File: src/rtl/leg_issue_stage.sv
// leg_issue_stage: two-stage issue pipeline in front of an external ALU and register file.
//   D  stage holds one instruction, drives register-file read addresses and resolves operands.
//   WB stage holds the ALU result for one cycle and drives the register-file write port.
// Register 15 is hardwired to zero, so writes to it are suppressed and it never causes a hazard.
// Optional feature: define LEG_ISSUE_FORWARD_EN to forward WDATA into a hazard operand
// (no stall). Without it, a hazard stalls D for one cycle while the write lands.
module leg_issue_stage #(
    parameter int UUID = 0
) (
    input  logic        clk,
    input  logic        rst,
    input  logic        instr_valid,
    output logic        instr_ready,
    input  logic [31:0] instr,
    output logic [7:0]  R_ADDR1,
    output logic [7:0]  R_ADDR2,
    input  logic [7:0]  READ_1,
    input  logic [7:0]  READ_2,
    output logic [7:0]  op_a,
    output logic [7:0]  op_b,
    output logic [5:0]  alu_op,
    output logic        ex_valid,
    input  logic [7:0]  result,
    output logic        W,
    output logic [7:0]  W_ADDR,
    output logic [7:0]  WDATA
);

    // Instance identifier only; folded into a sink so it counts as used.
    logic unused_uuid;
    assign unused_uuid = ^UUID;

    // Pipeline state
    logic        d_valid_q, d_valid_d;
    logic [31:0] d_instr_q, d_instr_d;
    logic        wb_valid_q, wb_valid_d;
    logic [7:0]  wb_dest_q, wb_dest_d;
    logic [7:0]  wb_data_q, wb_data_d;

    // Decoded fields of the D-stage instruction
    logic [7:0] d_opcode;
    logic [7:0] d_arg1;
    logic [7:0] d_arg2;
    logic [7:0] d_dest;
    logic       imm_a;
    logic       imm_b;

    // Hazard / handshake
    logic hazard_a;
    logic hazard_b;
    logic hazard;
    logic stall;
    logic advance;
    logic accept;

    assign d_opcode = d_instr_q[7:0];
    assign d_arg1   = d_instr_q[15:8];
    assign d_arg2   = d_instr_q[23:16];
    assign d_dest   = d_instr_q[31:24];
    assign imm_a    = d_opcode[7];
    assign imm_b    = d_opcode[6];

    // Writeback port: the strobe is masked for r15 but address/data still follow WB.
    assign W      = wb_valid_q && (wb_dest_q[3:0] != 4'hF);
    assign W_ADDR = wb_dest_q;
    assign WDATA  = wb_data_q;

    // Read addresses come straight from the held D instruction; since D only reloads on
    // acceptance, they keep their last value while D is empty.
    assign R_ADDR1 = d_arg1;
    assign R_ADDR2 = d_arg2;
    assign alu_op  = d_opcode[5:0];

    // Hazard: a register source matches the register being written this cycle.
    always_comb begin
        hazard_a = 1'b0;
        hazard_b = 1'b0;
        if (d_valid_q && W) begin
            hazard_a = !imm_a && (d_arg1[3:0] == W_ADDR[3:0]);
            hazard_b = !imm_b && (d_arg2[3:0] == W_ADDR[3:0]);
        end
        hazard = hazard_a || hazard_b;
    end

`ifdef LEG_ISSUE_FORWARD_EN
    // Forwarding: the hazard operand takes the value being written, never stall.
    always_comb begin
        stall = 1'b0;
        op_a  = imm_a ? d_arg1 : READ_1;
        op_b  = imm_b ? d_arg2 : READ_2;
        if (hazard_a) begin
            op_a = WDATA;
        end
        if (hazard_b) begin
            op_b = WDATA;
        end
    end
`else
    // No forwarding: hold D one cycle so the write reaches the register file first.
    always_comb begin
        stall = hazard;
        op_a  = imm_a ? d_arg1 : READ_1;
        op_b  = imm_b ? d_arg2 : READ_2;
    end
`endif

    assign advance     = d_valid_q && !stall;
    assign instr_ready = !d_valid_q || advance;
    assign ex_valid    = advance;
    assign accept      = instr_valid && instr_ready;

    // Next-state for D and WB stages
    always_comb begin
        d_valid_d  = d_valid_q;
        d_instr_d  = d_instr_q;
        wb_valid_d = advance;
        wb_dest_d  = wb_dest_q;
        wb_data_d  = wb_data_q;
        if (accept) begin
            d_valid_d = 1'b1;
            d_instr_d = instr;
        end else if (advance) begin
            d_valid_d = 1'b0;
        end
        if (advance) begin
            wb_dest_d = d_dest;
            wb_data_d = result;
        end
    end

    // Pipeline registers; reset discards anything in flight.
    always_ff @(posedge clk or negedge rst) begin
        if (!rst) begin
            d_valid_q  <= 1'b0;
            d_instr_q  <= 32'h0;
            wb_valid_q <= 1'b0;
            wb_dest_q  <= 8'h0;
            wb_data_q  <= 8'h0;
        end else begin
            d_valid_q  <= d_valid_d;
            d_instr_q  <= d_instr_d;
            wb_valid_q <= wb_valid_d;
            wb_dest_q  <= wb_dest_d;
            wb_data_q  <= wb_data_d;
        end
    end

endmodule
File: config.mk
export PLATFORM = sky130hd
export DESIGN_NAME = leg_issue_stage
export DESIGN_NICKNAME = d
export VERILOG_FILES = /design/src/rtl/leg_issue_stage.sv
export SDC_FILE = /design/constraint.sdc
export NUM_CORES = 1
export LEC_CHECK = 0
export ABC_CLOCK_PERIOD_IN_PS = 2000
export CORE_UTILIZATION = 38
export CTS_CLUSTER_DIAMETER = 120
export DETAILED_ROUTE_END_ITERATION = 8
export GPL_ROUTABILITY_DRIVEN = 0
export MAX_ROUTING_LAYER = met4
export PLACE_DENSITY = 0.81
export SLEW_MARGIN = 40
export SYNTH_ARGS = -nofsm -noshare
export SYNTH_HDL_FRONTEND = slang
export SYNTH_SLANG_ARGS = --single-unit
File: constraint.sdc
create_clock -name clk -period 2 [get_ports clk]
set_clock_uncertainty 0.2 [all_clocks]
set_input_delay 0.6 -clock clk [delete_from_list [all_inputs] [get_ports clk]]
set_output_delay 0.6 -clock clk [all_outputs]
set_load 0.005 [all_outputs]
# Yosys cells after proc, flatten, opt, wreduce, memory -nomap -nowiden
# Cells that the tools add are included.
[word_totals]
reg_bits = 50
input_bits = 59
output_inout_bits = 57
[op_classes]
n_eq_ne = 3
n_mux = 6
n_reduce_logical = 13
[op_table]
columns = ["op", "count"]
rows = [
  ["two-way mux 8 bit", 2],
  ["== test 4 bit", 2],
  ["logical AND 1 bit", 6],
  ["logical NOT 1 bit", 4],
  ["two-way mux 1 bit", 4],
  ["inequality test 4 bit, second input constant", 1],
  ["logical OR 1 bit", 2],
  ["nonzero test 2 bit", 1],
]

# Depth between registers and ports, before layout
[logic_depth]
depth_word = 10
mapped_depth = 8
mapped_depth_nobuf = 6

# Worst setup path after synthesis
# No wires, ideal clock.
[synth_timing]
kind = "flip-flop to output port"
from = "reg wb_dest_q[2], in the netlist W_ADDR[2]"
to = "out ex_valid"
t_arrival_ps = 1328
required_time_ps = 1200
path_slack_ps = -128
stages_incl_launch_ff = 6
cell_sequence = "dfrtp_1 -> nand4_1 -> nand2_4 -> nor3_2 -> nor3b_4 -> buf_12"
[synth_via]
elab_chain_len = 7
word_cells_on_any_way = 12
cone_classes = "eq/ne (3); mux (2); reduce/logical (7)"
[synth_rtl]
columns = ["item", "line", "text"]
rows = [
  ["start: declaration", "37", "logic [7:0] wb_dest_q, wb_dest_d;"],
  ["start signal: assignment", "143", "wb_dest_q <= wb_dest_d;"],
  ["inequality test 4 bit", "64", "assign W = wb_valid_q && (wb_dest_q[3:0] != 4'hF);"],
  ["logical AND 1 bit", "64", ""],
  ["logical AND 1 bit", "78", "if (d_valid_q && W) begin"],
  ["two-way mux 1 bit", "78", ""],
  ["logical OR 1 bit *", "82", "hazard = hazard_a || hazard_b;"],
  ["logical NOT 1 bit *", "107", "assign advance = d_valid_q && !stall;"],
  ["logical AND 1 bit *", "107", ""],
  ["end: declaration", "22", "output logic ex_valid,"],
]
# Mark *: on every way between the ends. The rest lies on a longest branch, timed or not.

# Final worst setup path
[layout_timing]
from = "reg wb_dest_q[0], in the netlist W_ADDR[0]"
to = "out ex_valid"
# The elaborated chain is that of the path after synthesis.

==> results.txt <==
Status - finished with violations
Failing checks - DRC, setup timing
Data required, critical path - 1.20 ns
MaxCap Viol Count - 0
Setup violators final - 69
Final Core Density - 0.684
Unrepaired setup endpoints after global routing - yes
Worst Setup Start Kind - flip-flop
Clock slew at reported path FFs - 0.09 ns
#FFs+latches synth - 50
Crit Path Category - flip-flop to primary output
Reg2reg setup slack - -0.27 ns
Die ar. - 7140 sq um
IO Pins - 116
Critical path capture point type - primary output
Final ANT Viol Nets - 0
Worst vdd ir - 387 uV
Vias in the first global route - 2010
Final Hold Fails - 0
Slowest-stage cell, CP - dfrtp_2
WP data arrival - 1.53 ns
Least-Margin Pin Slew - 0.284 ns
Max-slew headroom - 0.811
Leakage - 2.24 nW
Largest net degree at the start of global routing - 51
Hold-fix buffers, CTS - 0
Area of the mapped netlist - 2590 sq um
Area fraction of the dominant cell type after synthesis - 0.484
Syn_area_per_cell - 15.0 sq um
CP max FO - 4
R2R depth - 8
Routed len/inst - 15.9 um
Crit path cell chain - xnor2_2 > nand3_1 > nor3_4 > nor3b_4 > buf_2
Worst-Skew Late Latency - 0.31 ns
DPL Wire Length - 4.09 mm
Max-slew violation count - 0
Worst hold slack - 0.0516 ns
Worst min path class - primary input to async pin
CTS Sinks - 50
Routed via count - 1864
DRC errors left - 7
Core Box Area - 6460 sq um
Count of buffers from port buffering - 115
Seq/Total Area, Yosys - 0.484
Routed WL - 6.33 mm
CTS max path bufs - 2
Layout fillers - 480
Ant. Diodes - 0
Area growth syn-to-layout - 70.8%
Initial antenna violation count - 0
DRT iter0 DRCs - 56
First-pass GRT wire length - 10.3 mm
Max incr delay on CP - 0.48 ns
Post-Syn Instances - 172
Unique masters post-synth - 18
Fmax - 429 MHz
Syn nets - 231
Die width - 84.5 um
Ranking of synthesized cells by area - dfrtp_1, mux2_4, mux2_2
GRT Total Usage - 0.192
CTS tree - built
PnR worst setup slack - -0.330 ns
Row count - 29
RR Endpoint - d_instr_q[10]
FF-to-FF Start - W_ADDR[0]
Layout net count - 378
YS warnings - 0
Power density cells - 764 nW/um^2
Root Buffer - clkbuf_8
Fin crit share - 1.16
H-tree levels - 2
Initial Util - 0.401
Avg Vias per Cell - 4.70
Area leader, netlist - dfrtp_1
Total congestion overflow - 0
Crit path time final - 2.33 ns
Number of buffers created by CTS - 5
Drt pass-1 iters - 6
Die height - 84.5 um
Layout cells sized above 1 - 0.550
cells in the mapped netlist:
cell type  count
o21ai_2        1
buf_12         4
nor3_2         2
o211ai_1       1
nand4_1        1
nor2_1         2
nand3_1        4
dfrtp_1       50
buf_4         22
nand2_1        4
nand2b_1       1
xnor2_1        8
inv_1          3
mux2_2        25
buf_2          2
mux2_4        39
nor3b_4        1
nand2_4        2
metrics by stage:
step	setup WS, ns	area, sq um	power (W)	std cells	setup TNS [ns]
final	-0.330	4420	0.00338	397	-11.21
after global routing	-0.417	4420	0.00356	397	-16.41
after CTS	-0.365	4260	0.00330	389	-10.62
after detailed placement	-0.507	3780	0.00246	358	-17.59
after global placement	-0.492	3780	0.00243	358	-13.98
after floorplan	-0.111	2590	0.00188	172	-0.111
power by group:
| group | total [W] | switching [W] | internal (W) |
|---|---|---|---|
| logic | 0.00144 | 0.000445 | 0.000994 |
| clock network | 0.000625 | 0.000346 | 0.000279 |
| registers | 0.00131 | 0.000142 | 0.00117 |
cell type report:
type / count / area, sq um / share of cell area
timing repair buffer: 168 / 1740 / 0.393
clock buffer: 6 / 82.6 / 0.0187
sequential: 50 / 1260 / 0.284
clock inverter: 2 / 12.5 / 0.00283
inverter: 3 / 13.8 / 0.00311
multi-input combinational: 91 / 1220 / 0.276
tap: 77 / 96.3 / 0.0218
worst max-delay path, delay by kind of cell, from the launching register on:
kind / cells / cell delay (ns)
DFF: 1 / 0.48
xor gates and xnor gates: 1 / 0.20
buffers and inverters: 1 / 0.13
and+or+nand+nor: 3 / 0.42
logic make-up after synthesis:
kind of cell | share of synthesized area
muxes | 0.335
DFF | 0.484
buffers and inverters | 0.103
and+or+nand+nor | 0.0450
xor gates and xnor gates | 0.0271
AOI/OAI and AO/OA | 0.00629
per-layer routing:
| metal | track usage | up-vias | wire, um |
|---|---|---|---|
| met1 | 0.232 | 930 | 2610 |
| met4 | 0.0524 | 0 | 83 |
| met3 | 0.0413 | 9 | 332 |
| met2 | 0.324 | 62 | 3300 |
| met5 | - | - | 0 |
| li1 | - | 863 | - |
state kept, by name (all words and copies together) (netlist names):
name / flops
wb_valid_q: 1
d_instr_q: 32
d_valid_q: 1
W_ADDR: 8
WDATA: 8
worst max-delay path by stage:
| stage | start | end | slack, ns |
|---|---|---|---|
| final | W_ADDR[0] | ex_valid | -0.33 |
| after global routing | W_ADDR[0] | ex_valid | -0.42 |
| after CTS | W_ADDR[2] | ex_valid | -0.37 |
| after detailed placement | READ_1[6] | op_a[6] | -0.51 |
| after global placement | READ_1[6] | op_a[6] | -0.49 |
| after floorplan | W_ADDR[0] | ex_valid | -0.11 |
repair_timing:
item,4_1_cts,5_1_grt
resized for setup,199,36
pin swaps,10,3
endpoints found under the setup margin,84,89
buffers inserted,23,14
gates cloned,2,0
cell usage in the layout (no fill, tap or decap), types with 2 or more instances in the layout:
cell type	instances
dlygate4sd2_1	25
mux2_2	8
xnor2_2	8
clkbuf_2	2
dfrtp_2	5
inv_1	2
mux2_4	56
nor2_1	2
nand2_1	3
nand3_1	3
buf_4	21
nor3_4	2
buf_6	42
nand2_4	2
clkbuf_8	6
dfrtp_1	45
dlymetal6s2s_1	14
buf_12	6
clkdlybuf4s50_1	46
buf_2	8
Power figures use the tool's default switching activity.
